**config.mk**
```make
export PLATFORM = sky130hd
export DESIGN_NAME = if_fetch
export DESIGN_NICKNAME = d
export VERILOG_FILES = /design/src/rtl/if_fetch_pkg.sv /design/src/rtl/if_fetch.sv
export SDC_FILE = /design/constraint.sdc
export NUM_CORES = 1
export LEC_CHECK = 0
export ABC_AREA = 1
export ABC_CLOCK_PERIOD_IN_PS = 2200
export BUFFER_PORTS_ARGS = -buffer_cell sky130_fd_sc_hd__buf_2
export CAP_MARGIN = 10
export CELL_PAD_IN_SITES_DETAIL_PLACEMENT = 1
export CELL_PAD_IN_SITES_GLOBAL_PLACEMENT = 2
export CORE_ASPECT_RATIO = 2
export CORE_MARGIN = 3
export CORE_UTILIZATION = 27
export DETAILED_ROUTE_END_ITERATION = 16
export GPL_TIMING_DRIVEN = 0
export PLACE_DENSITY = 0.79
export SETUP_SLACK_MARGIN = 0.1
export SLEW_MARGIN = 20
export SYNTH_ARGS = -nofsm -noshare
export SYNTH_HDL_FRONTEND = slang
export SYNTH_SLANG_ARGS = --single-unit
export TNS_END_PERCENT = 30
```
**constraint.sdc**
```tcl
create_clock -name clk -period 2.2 [get_ports clk]
set_input_delay 0.11 -clock clk [delete_from_list [all_inputs] [get_ports clk]]
set_output_delay 0.11 -clock clk [all_outputs]
set_load 0.03 [all_outputs]
```
**src/rtl/if_fetch_pkg.sv**
```systemverilog
// ============================================================================
//  Module      : if_fetch_pkg
//  Description : Shared widths, stall constants and fetch-FSM encodings.
//  Revision    : 1.0 - initial release
// ============================================================================
`default_nettype none

package if_fetch_pkg;

    localparam int STALL_BUS_WD = 6;
    localparam int IF_TO_ID_WD  = 33;
    localparam int BR_WD        = 33;

    localparam logic STOP    = 1'b1;
    localparam logic NO_STOP = 1'b0;

    localparam logic [1:0] FS_RESET   = 2'd0;
    localparam logic [1:0] FS_RUN     = 2'd1;
    localparam logic [1:0] FS_HOLD    = 2'd2;
    localparam logic [1:0] FS_HOLD_BR = 2'd3;

endpackage

`default_nettype wire

```
**src/rtl/if_fetch.sv**
```systemverilog
// ============================================================================
//  Module      : if_fetch
//  Description : Instruction fetch PC generator with stall-safe branch capture.
//                Optional IF_ADDR_EXC_EN adds the misaligned-fetch flag if_adel.
//  Revision    : 1.0 - initial release
// ============================================================================
`default_nettype none

module if_fetch
    import if_fetch_pkg::*;
#(
    parameter logic [31:0] RESET_PC = 32'hBFC0_0000
) (
    input  logic                    clk,
    input  logic                    rst,
    input  logic [STALL_BUS_WD-1:0] stall,
    input  logic [BR_WD-1:0]        br_bus,
    output logic [IF_TO_ID_WD-1:0]  if_to_id_bus,
`ifdef IF_ADDR_EXC_EN
    output logic                    if_adel,
`endif
    output logic                    inst_sram_en,
    output logic [3:0]              inst_sram_wen,
    output logic [31:0]             inst_sram_addr,
    output logic [31:0]             inst_sram_wdata
);

    logic [1:0]  state_q, state_d;
    logic [31:0] pc_reg_q, pc_reg_d;
    logic        ce_reg_q, ce_reg_d;
    logic        pend_v_q, pend_v_d;
    logic [31:0] pend_addr_q, pend_addr_d;

    logic        br_e;
    logic [31:0] br_addr;
    logic        w_unused_stall;

    assign br_e           = br_bus[32];
    assign br_addr        = br_bus[31:0];
    assign w_unused_stall = ^stall[5:1];

`ifdef IF_ADDR_EXC_EN
    logic adel_q, adel_d;
    assign adel_d = ce_reg_d && (pc_reg_d[1:0] != 2'b00);
`endif

    always_ff @(posedge clk) begin
        if (!rst) begin
            state_q     <= FS_RESET;
            pc_reg_q    <= RESET_PC - 32'd4;
            ce_reg_q    <= 1'b0;
            pend_v_q    <= 1'b0;
            pend_addr_q <= 32'h0;
`ifdef IF_ADDR_EXC_EN
            adel_q      <= 1'b0;
`endif
        end else begin
            state_q     <= state_d;
            pc_reg_q    <= pc_reg_d;
            ce_reg_q    <= ce_reg_d;
            pend_v_q    <= pend_v_d;
            pend_addr_q <= pend_addr_d;
`ifdef IF_ADDR_EXC_EN
            adel_q      <= adel_d;
`endif
        end
    end

    // Redirect priority: live branch, then captured branch, then sequential.
    always_comb begin
        state_d     = state_q;
        pc_reg_d    = pc_reg_q;
        ce_reg_d    = ce_reg_q;
        pend_v_d    = pend_v_q;
        pend_addr_d = pend_addr_q;
        case (state_q)
            FS_RESET: begin
                pc_reg_d = RESET_PC;
                ce_reg_d = 1'b1;
                state_d  = FS_RUN;
            end
            FS_RUN, FS_HOLD: begin
                if (stall[0] == NO_STOP) begin
                    pc_reg_d = br_e ? br_addr : pc_reg_q + 32'd4;
                    ce_reg_d = 1'b1;
                    state_d  = FS_RUN;
                end else if (br_e) begin
                    pend_v_d    = 1'b1;
                    pend_addr_d = br_addr;
                    state_d     = FS_HOLD_BR;
                end else begin
                    state_d = FS_HOLD;
                end
            end
            FS_HOLD_BR: begin
                if (stall[0] == NO_STOP) begin
                    if (br_e)
                        pc_reg_d = br_addr;
                    else if (pend_v_q)
                        pc_reg_d = pend_addr_q;
                    else
                        pc_reg_d = pc_reg_q + 32'd4;
                    ce_reg_d = 1'b1;
                    pend_v_d = 1'b0;
                    state_d  = FS_RUN;
                end else if (br_e) begin
                    pend_addr_d = br_addr;
                end
            end
            default: begin
                state_d = FS_RESET;
            end
        endcase
    end

    always_comb begin
        if_to_id_bus    = {ce_reg_q, pc_reg_q};
        inst_sram_addr  = pc_reg_q;
        inst_sram_wen   = 4'h0;
        inst_sram_wdata = 32'h0;
`ifdef IF_ADDR_EXC_EN
        if_adel         = adel_q;
        inst_sram_en    = ce_reg_q & ~adel_q;
`else
        inst_sram_en    = ce_reg_q;
`endif
    end

endmodule

`default_nettype wire
```
==> impl_summary.log <==
[metrics] Filler Cells Inserted: 2329
[metrics] Multi-input gate area: 0.00269 mm^2
[metrics] standby leakage power: 2.83 nW
[metrics] switching part of the total: 39.9%
[metrics] number of antenna violations at the first check in global routing: 0
[metrics] number of clock buffers inserted by TritonCTS: 9
[metrics] GRT Util Overall: 21.5%
[metrics] remaining global-route overflow: 0
[metrics] DR WL/cell: 18.7 um
[metrics] final cell utilization of the core: 35.0%
[metrics] power spent charging and discharging nets: 1.90 mW
[metrics] fraction of layout instances using a drive strength above 1: 26.2%
[metrics] minimum clock period after layout: 2.04 ns
[metrics] worst-path maximum fanout: 10
[metrics] number of standard cells in the layout, taps in and fillers out: 1107
[metrics] Pwr Density: 786 mW/mm^2
[metrics] clock power share: 34.6%
[metrics] Via-to-Cell Ratio: 4.84
[metrics] type of the setup path with the least slack: flip-flop to flip-flop
[metrics] core box area: 0.0173 mm^2
[metrics] flip-flop and latch count after synthesis: 68
[metrics] synthesized instance count: 747
[metrics] crit start category: flip-flop
[metrics] wirelength, routed: 20700 um
[metrics] Detailed Place HPWL: 16300 um
[metrics] Root Driver: sky130_fd_sc_hd__clkbuf_16
[metrics] post-synthesis instance area: 0.00476 mm^2
[metrics] share of the clock period used by the worst path: 92.7%
[metrics] first-pass detailed-route iteration total: 4
[metrics] count of buffers inserted at the top-level ports: 99
[metrics] required time reported for the critical path endpoint: 2.45 ns
[metrics] IR Drop Worst-Case VDD: 0.292 mV
[metrics] cell-internal power: 2.85 mW
[metrics] count of nets after finishing: 937
[metrics] die width: 99.9 um
[metrics] sequential cell area: 0.00136 mm^2
[metrics] via count of the first global-routing pass: 5402
[metrics] clock latency on the worst-skew pair: 0.36 ns
[metrics] largest buffer count on any clock path: 2
[metrics] post-route antenna net violation count: 0
[metrics] Fin. Hold Viols: 0
[metrics] antenna fix cells: 0
[metrics] sequential share of the synthesized area: 28.6%
[metrics] skew final: 0.0115 ns
[metrics] Starting Density: 27.6%
[metrics] chip height: 194 um
[metrics] final total negative setup slack: 0 ns
[metrics] most area-consuming cells after synthesis: sky130_fd_sc_hd__dfxtp_1, sky130_fd_sc_hd__nand2_1, sky130_fd_sc_hd__buf_4
[metrics] sink count of the clock tree: 68
[metrics] drt initial violations: 189
[metrics] maximum level of the CTS H-tree: 3
[metrics] total via count after detailed routing: 5361
[metrics] total count of max-transition violations in the final report: 0
[metrics] Worst-Margin Slew: 0.792 ns
[metrics] unique cell type count in the Yosys netlist: 41
[metrics] yosys warns: 0
[metrics] max-capacitance violation count: 0
[metrics] worst setup slack before clock tree synthesis: -0.195 ns
[metrics] CP endpoint kind: flip-flop
[metrics] standard-cell row count: 68
[metrics] final RePlAce weighted congestion: 0.855
[metrics] Hold Buf Count CTS: 0
[metrics] number of failing setup endpoints in the final timing report: 0
[metrics] library cell occupying the most area in the post-synthesis netlist: sky130_fd_sc_hd__dfxtp_1
[metrics] synthesized area per cell: 6.37 um^2
[metrics] CTS tree: yes
[metrics] setup repair after global routing missed its margin: true
[metrics] Placed Cells: 1091
[metrics] internal reg-to-reg setup slack: 0.16 ns
[metrics] # DRC: 0
[metrics] worst-case hold slack: 0.0356 ns
[metrics] final setup margin: 0.160 ns
[metrics] P&R area growth vs syn: 26.9%
[metrics] Gate power share: 33.5%
[metrics] relative contribution of sequential cells to total power: 31.9%
[metrics] Max Freq: 490 MHz
[metrics] normalized max-slew margin: 47.2%
[metrics] clock slew at the register clock pins of the worst setup and hold paths: 0.06 ns
[metrics] path category of the worst min-delay check: primary input to flip-flop
[metrics] die area: 0.0194 mm^2
[metrics] area share of the leading cell type in the synthesized netlist: 28.6%
[metrics] run status: completed
[metrics] arrival time reported for the critical path endpoint: 2.29 ns
[metrics] first-pass GRT wire length: 31300 um
[metrics] Ports: 143
[metrics] pin count of the biggest net entering global routing: 14
-- per-stage QoR --
step | power, mW | cell area (um^2)
final | 4.75 | 6040
after detailed placement | 3.10 | 5650
after global routing | 4.98 | 6040
after global placement | 3.09 | 5650
after floorplan | 2.61 | 4890
after CTS | 4.77 | 6000
-- final timing paths --
kind	endpoint	start	depth (start not counted)
setup reg to reg	pend_addr_q[24]$_SDFFE_PN0P_	state_q[0]$_SDFFE_PN0P_	6
hold / removal	state_q[0]$_SDFFE_PN0P_	stall[0]	2
hold reg to reg	pend_addr_q[4]$_SDFFE_PN0P_	pend_addr_q[4]$_SDFFE_PN0P_	2
setup / recovery	pend_addr_q[24]$_SDFFE_PN0P_	state_q[0]$_SDFFE_PN0P_	6
-- cell usage after synthesis, drive strengths merged --
cell	number
nand2	167
xnor2	4
o2111ai	1
o21bai	1
dfxtp	68
o211ai	5
nor3	4
a31oi	2
inv	67
nand3b	3
nor2	114
a21oi	69
ha	4
clkbuf	20
or2	3
nor3b	1
o21ai	54
buf	79
conb	1
a221oi	19
a22oi	1
o31ai	2
o22ai	2
nand3	44
o221ai	4
a41oi	1
clkinv	3
xor2	4
-- flip-flops by register name, indices dropped and copies added, names as in the netlist --
signal / flops
inst_sram_addr: 32
state_q: 2
pend_addr_q: 32
inst_sram_en: 1
pend_v_q: 1
-- worst max-delay path: stages, from the launching register on --
cell and delay, ns:
sky130_fd_sc_hd__dfxtp_1 0.35, sky130_fd_sc_hd__inv_1 0.07, sky130_fd_sc_hd__ha_2 0.20, sky130_fd_sc_hd__nor2_2 0.32
sky130_fd_sc_hd__nand2_1 0.26, sky130_fd_sc_hd__clkbuf_1 0.40, sky130_fd_sc_hd__a221oi_1 0.34
-- power groups by stage --
stage	Sequential, mW	Combinational, mW	Clock, mW
2_1_floorplan	1.63	0.982	0
3_3_place_gp	1.54	1.55	0
3_5_place_dp	1.54	1.56	0
4_1_cts	1.52	1.58	1.68
5_1_grt	1.54	1.73	1.72
6_report	1.52	1.59	1.65
-- layer usage --
layer	vias up	track usage, %	wire length [um]
met4	0	9.12	794
met3	37	2.59	774
li1	2627	-	-
met1	2549	22.4	7720
met2	148	41.5	11400
met5	-	0	0
-- layout by cell type (no fill, tap or decap), types with 4 or more instances in the layout --
| cell | n |
|---|---|
| sky130_fd_sc_hd__a21oi_1 | 69 |
| sky130_fd_sc_hd__a221oi_1 | 19 |
| sky130_fd_sc_hd__buf_2 | 107 |
| sky130_fd_sc_hd__buf_4 | 69 |
| sky130_fd_sc_hd__clkbuf_1 | 15 |
| sky130_fd_sc_hd__clkbuf_16 | 9 |
| sky130_fd_sc_hd__clkbuf_2 | 5 |
| sky130_fd_sc_hd__conb_1 | 36 |
| sky130_fd_sc_hd__dfxtp_1 | 67 |
| sky130_fd_sc_hd__inv_1 | 64 |
| sky130_fd_sc_hd__nand2_1 | 158 |
| sky130_fd_sc_hd__nand2_2 | 5 |
| sky130_fd_sc_hd__nand2_4 | 4 |
| sky130_fd_sc_hd__nand3_1 | 41 |
| sky130_fd_sc_hd__nor2_1 | 98 |
| sky130_fd_sc_hd__nor2_2 | 12 |
| sky130_fd_sc_hd__o211ai_1 | 5 |
| sky130_fd_sc_hd__o21ai_0 | 44 |
| sky130_fd_sc_hd__o21ai_1 | 10 |
| sky130_fd_sc_hd__o221ai_1 | 4 |
| sky130_fd_sc_hd__xnor2_1 | 4 |
| sky130_fd_sc_hd__xor2_1 | 4 |
-- repair_timing --
action	in CTS	in global routing
setup endpoints to repair	32	39
resized for setup	10	17
pin swaps	0	0
buffers inserted	0	0
cloned	0	0
-- logic make-up (layout without fill, tap and decap cells) --
logic type                 after synthesis  after routing  synth area share, %
and+or+nand+nor                        336            336                 30.4
AOI/OAI and AO/OA                      161            161                 19.5
adders and majority gates                4              4                 1.05
xor gates and xnor gates                 8              8                 1.47
buffers and inverters                  169            284                 19.0
other                                    1             36               0.0788
DFF                                     68             68                 28.6
-- cell type report --
| class | count | share of cell area [%] |
|---|---|---|
| clock buffer | 9 | 3.73 |
| inverter | 70 | 4.39 |
| timing repair buffer | 99 | 8.20 |
| tap | 210 | 4.35 |
| multi-input combinational | 545 | 44.5 |
| clock inverter | 7 | 1.64 |
| sequential | 68 | 22.5 |
| buffer | 99 | 10.7 |
(Power assumes the default switching activity.)
